$ cat src/rtl/palette_mapper.sv
// Maps 8-bit pixel indices to 12-bit RGB via an MPU-loaded 256x12 palette or a fixed RRRGGGBB expansion.
// Latency 2 clocks on pixel and sync paths; PALETTE_DEFAULT_INIT_EN builds a post-reset palette fill FSM.
module palette_mapper (
  input  logic        clock,
  input  logic        resetN,
  input  logic [7:0]  pixelIndex,
  input  logic        blankIn,
  input  logic        hSyncIn,
  input  logic        vSyncIn,
  input  logic        regWrite,
  input  logic [1:0]  regSelect,
  input  logic [7:0]  regData,
  output logic [11:0] rgbOut,
  output logic        hSyncOut,
  output logic        vSyncOut,
  output logic        busy
);

  function automatic logic [11:0] expand(input logic [7:0] p);
    return {p[7:5], p[7], p[4:2], p[4], p[1:0], p[1:0]};
  endfunction

  logic [7:0]  writePointer;
  logic        phase;
  logic [3:0]  staging;
  logic        bypass;
  logic        fillActive;
  logic [7:0]  fillAddr;

`ifdef PALETTE_DEFAULT_INIT_EN
  typedef enum logic [1:0] {IDLE, FILL, DONE} initState_t;
  initState_t initState;
  logic [7:0] fillCount;

  always_ff @(posedge clock or negedge resetN) begin
    if (!resetN) begin
      initState <= FILL;
      fillCount <= 8'd0;
      busy      <= 1'b1;
    end else begin
      case (initState)
        IDLE: begin
          initState <= FILL;
          fillCount <= 8'd0;
          busy      <= 1'b1;
        end
        FILL: begin
          fillCount <= fillCount + 8'd1;
          if (fillCount == 8'hFF) begin
            initState <= DONE;
            busy      <= 1'b0;
          end
        end
        default: busy <= 1'b0;
      endcase
    end
  end

  assign fillActive = (initState == FILL);
  assign fillAddr   = fillCount;
`else
  assign fillActive = 1'b0;
  assign fillAddr   = 8'd0;
  assign busy       = 1'b0;
`endif

  // MPU writes are dropped outright while the fill owns the RAM write port.
  logic regAccept;
  logic mpuCommit;
  assign regAccept = regWrite & ~fillActive;
  assign mpuCommit = regAccept && (regSelect == 2'd1) && phase;

  always_ff @(posedge clock or negedge resetN) begin
    if (!resetN) begin
      writePointer <= 8'd0;
      phase        <= 1'b0;
      staging      <= 4'd0;
      bypass       <= 1'b1;
    end else if (regAccept) begin
      case (regSelect)
        2'd0: begin
          writePointer <= regData;
          phase        <= 1'b0;
        end
        2'd1: begin
          if (!phase) begin
            staging <= regData[3:0];
            phase   <= 1'b1;
          end else begin
            writePointer <= writePointer + 8'd1;
            phase        <= 1'b0;
          end
        end
        2'd2: bypass <= regData[0];
        default: ;
      endcase
    end
  end

  logic        ramWe;
  logic [7:0]  ramAddr;
  logic [11:0] ramData;

  always_comb begin
    ramWe   = fillActive | mpuCommit;
    ramAddr = writePointer;
    ramData = {staging, regData};
    if (fillActive) begin
      ramAddr = fillAddr;
      ramData = expand(fillAddr);
    end
  end

  // Simple dual-port RAM; the registered read sees the old word on a same-edge write.
  logic [11:0] palette [256];
  logic [11:0] palRead;

  always_ff @(posedge clock) begin
    if (ramWe) palette[ramAddr] <= ramData;
    palRead <= palette[pixelIndex];
  end

  logic [7:0] s1Index;
  logic       s1Blank;
  logic       s1HSync;
  logic       s1VSync;

  always_ff @(posedge clock or negedge resetN) begin
    if (!resetN) begin
      s1Index  <= 8'd0;
      s1Blank  <= 1'b1;
      s1HSync  <= 1'b1;
      s1VSync  <= 1'b1;
      rgbOut   <= 12'h000;
      hSyncOut <= 1'b1;
      vSyncOut <= 1'b1;
    end else begin
      s1Index  <= pixelIndex;
      s1Blank  <= blankIn;
      s1HSync  <= hSyncIn;
      s1VSync  <= vSyncIn;
      hSyncOut <= s1HSync;
      vSyncOut <= s1VSync;
      if (s1Blank)
        rgbOut <= 12'h000;
      else if (bypass || fillActive)
        rgbOut <= expand(s1Index);
      else
        rgbOut <= palRead;
    end
  end

endmodule

$ cat config.mk
export PLATFORM = sky130hd
export DESIGN_NAME = palette_mapper
export DESIGN_NICKNAME = d
export VERILOG_FILES = /design/src/rtl/palette_mapper.sv
export SDC_FILE = /design/constraint.sdc
export NUM_CORES = 2
export LEC_CHECK = 0
export CORE_ASPECT_RATIO = 1.75
export CORE_MARGIN = 2
export CORE_UTILIZATION = 55
export DETAILED_ROUTE_END_ITERATION = 10
export HOLD_SLACK_MARGIN = 0.02
export PLACE_DENSITY = 0.75
export SYNTH_ARGS = -nofsm -noshare
export SYNTH_HDL_FRONTEND = slang
export SYNTH_SLANG_ARGS = --single-unit
$ cat constraint.sdc
create_clock -name clock -period 6 [get_ports clock]
set_input_delay 1.5 -clock clock [delete_from_list [all_inputs] [get_ports clock]]
set_output_delay 1.5 -clock clock [all_outputs]
set_load 0.02 [all_outputs]
==> flow_summary.json <==
{
  "synth-edff-count": 3072,
  "p_per_area_nw_per_um2": 332,
  "totalWireLength_mm": 319,
  "min-delay-start": "s1HSync",
  "synthTopCellsByCount": "3072 x edfxtp_1, 675 x mux4_2, 299 x nor2_1",
  "dpl.hpwl_mm": 197,
  "rows": 227,
  "start_util": 0.551,
  "dieHeight_microns": 622,
  "antenna_found_initial": 11,
  "crit_type": "in2reg",
  "synthArstFlopShare": 0.0125,
  "grt_overflow_total": 0,
  "grt.total_usage": 0.287,
  "final_net_count": 6084,
  "status": "finished, violations left",
  "yosysUniqueCellTypes": 67,
  "ys_seq_area_frac": 0.778,
  "synth.most_common_cell": "edfxtp_1",
  "leakage_uw": 0.0425,
  "p_int_uw": 34800,
  "top_layer_used": "met5",
  "cp-end-kind": "flip-flop",
  "seqPwrFrac": 0.554,
  "htree_num_levels": 5,
  "syn-cell-area_sq_um": 120000,
  "dieArea_sq_um": 222000,
  "hold_buffers": 0,
  "fin_worst_skew_ps": 54.4,
  "grt_pass1_vias": 62200,
  "met1Wirelength_mm": 99.5,
  "cap_viol_max_count": 1,
  "vias": 61400,
  "cp_cell_sequence": "buf_12 > buf_12 > buf_12 > buf_12 > mux4_2 > o21ai_0 > nor3_1 > nor4_1 > nor4_1",
  "reg2reg_to": "palette[124][6]",
  "drt.antenna.violating_nets": 0,
  "cts_resized": 0,
  "irDropWorstVdd_mv": 0.229,
  "area_growth_pct": 12.0,
  "comb_power_share": 0.066,
  "detail_route.wl_per_cell_microns": 35.0,
  "hold_class": "reg2reg",
  "final-setup-viol-count": 0,
  "reg2reg_setup_slack_ps": 2230,
  "p_sw_uw": 9950,
  "grt_pass1_wl_mm": 451,
  "port_buffers": 37,
  "cp_common_cell": "buf_12",
  "postSynthAreaPerCell_sq_um": 21.4,
  "grt_max_degree": 228,
  "drc": 15,
  "drive_gt1_frac": 0.251,
  "synth_area_leader_cell": "edfxtp_1",
  "first_pass_iters": 11,
  "clock_sink_count": 3123,
  "fmax_mhz": 213,
  "min_path_cells": 0,
  "r2r_start": "ramAddr[6]",
  "cp.required_ps": 6650,
  "cts-root-buf": "clkbuf_16",
  "failed_checks": "design-rule violations, max-capacitance violations, max-slew violations",
  "path_buf_inv": 4,
  "p_clk_frac": 0.380,
  "start_kind": "primary input",
  "insertion_delay_ps": 850,
  "slew_headroom": -0.00919,
  "clk_pin_slew_ps": 60,
  "die_x_microns": 357,
  "crit_fanout": 84,
  "cpPeakStageDelay_ps": 1250,
  "worst_pin_slew_ps": 1500,
  "synth.top_cell.area_share": 0.768,
  "cts_setup_buffers": 0,
  "drt_iter0_markers": 8524,
  "p_total_uw": 44700,
  "met3_length_mm": 28.4,
  "cts_buffers": 273,
  "routabilityCongestion": 0.977,
  "rsz0062_at_grt": "no",
  "synthCells": 5614,
  "crit_arrival_ps": 5350,
  "viasPerCell": 6.73,
  "cp_top_family": "simple AND/OR/NAND/NOR gates",
  "ys_ff_latch": 3123,
  "p_sw_frac": 0.223,
  "maxSlewViolCount": 1,
  "met2_length_mm": 160,
  "finalCriticalPeriod_ps": 4700,
  "fin_setup_tns_ps": 0,
  "core_area_sq_um": 218000,
  "fin_crit_sh": 0.783,
  "synth-main-ff-cell": "edfxtp_1",
  "yosysWarnings": 0,
  "r2r_cells": 4,
  "ctsLongestPathBuffers": 4,
  "cts_tree": "built",
  "critPathSlowestCell": "nor4_1",
  "synthTopCellsByArea": "edfxtp_1 77%, mux4_2 13%, mux2i_1 1.8%, a22oi_1 1.2%, nor2_1 0.93%",
  "pin_count": 39,
  "hold-path-endpoint": "hSyncOut",
  "hold_violations": 0,
  "synthesis.nets": 5642
}
how the worst max path moves through the flow:
stage / from / endpoint / slack, ps / depth (start not counted)
after floorplan: staging[2] / palette[0][10] / 2020 / 0
after global placement: pixelIndex[0] / palRead[6] / 690 / 10
after detailed placement: pixelIndex[0] / palRead[6] / 600 / 10
after CTS: pixelIndex[0] / palRead[6] / 1460 / 10
after global routing: pixelIndex[1] / palRead[10] / 950 / 9
final: pixelIndex[0] / palRead[10] / 1300 / 9
per-layer routing:
layer  track usage  vias up
li1              -    24400
met1         0.329    31800
met2         0.476     4088
met3        0.0530     1095
met4         0.225        8
met5             0        -
placed cells by master, fill, tap and decap left out, drive strengths merged, types with 22 or more instances in the layout:
| cell type | Yosys | final |
|---|---|---|
| mux2i | 220 | 220 |
| dfrtp | 33 | 33 |
| mux4 | 675 | 675 |
| o22ai | 30 | 30 |
| edfxtp | 3072 | 3072 |
| o21ai | 93 | 93 |
| clkdlybuf4s50 | 0 | 22 |
| a21oi | 163 | 163 |
| nand3 | 44 | 44 |
| nor3 | 39 | 39 |
| clkinv | 1 | 96 |
| nor2 | 299 | 299 |
| a22o | 33 | 33 |
| a22oi | 185 | 185 |
| buf | 206 | 484 |
| clkbuf | 135 | 340 |
| o221ai | 61 | 61 |
| nand2 | 115 | 115 |
power by group through the flow:
stage | sequential (uW) | combinational [uW] | clock (uW)
global route | 24800 | 3030 | 17900
global placement | 25200 | 2790 | 0
finish | 24800 | 2940 | 17000
CTS | 24800 | 2890 | 17100
floorplan | 25500 | 1290 | 0
detailed placement | 25200 | 2880 | 0
final cells by class:
class                      instances  area, sq um
inverter                          10         38.8
antenna                            9         22.5
clock buffer                     338         7250
timing repair buffer             508         4400
fill                           14100        83300
sequential                      3123        93500
clock inverter                   130         1140
tap                             2862         3580
multi-input combinational       2140        24600
per-stage QoR:
| stage | hold WS [ps] | util | instance area (sq um) | std cells | setup WS, ps |
|---|---|---|---|---|---|
| 2_1_floorplan | 345 | - | 120000 | 5614 | 2020 |
| 3_3_place_gp | 348 | 0.579 | 126000 | 8643 | 691 |
| 3_5_place_dp | 348 | 0.579 | 126000 | 8643 | 597 |
| 4_1_cts | 363 | 0.617 | 134000 | 9111 | 1460 |
| 5_1_grt | 370 | 0.617 | 134000 | 9112 | 948 |
| 6_report | 364 | 0.617 | 135000 | 9120 | 1300 |
registers in the layout, indices dropped and copies added, names as in the netlist, 4 cells and up:
register,cells
s1Index,8
rgbOut,12
palRead,12
staging,4
ramAddr,8
palette,3072
kinds of logic after synthesis:
kind of cell	share of synthesized area
other	0.0000312
muxes	0.145
AOI/OAI and AO/OA	0.0375
and+or+nand+nor	0.0209
adders and majority gates	0.000417
buffers and inverters	0.0177
DFF	0.778
Power figures use the tool's default switching activity.
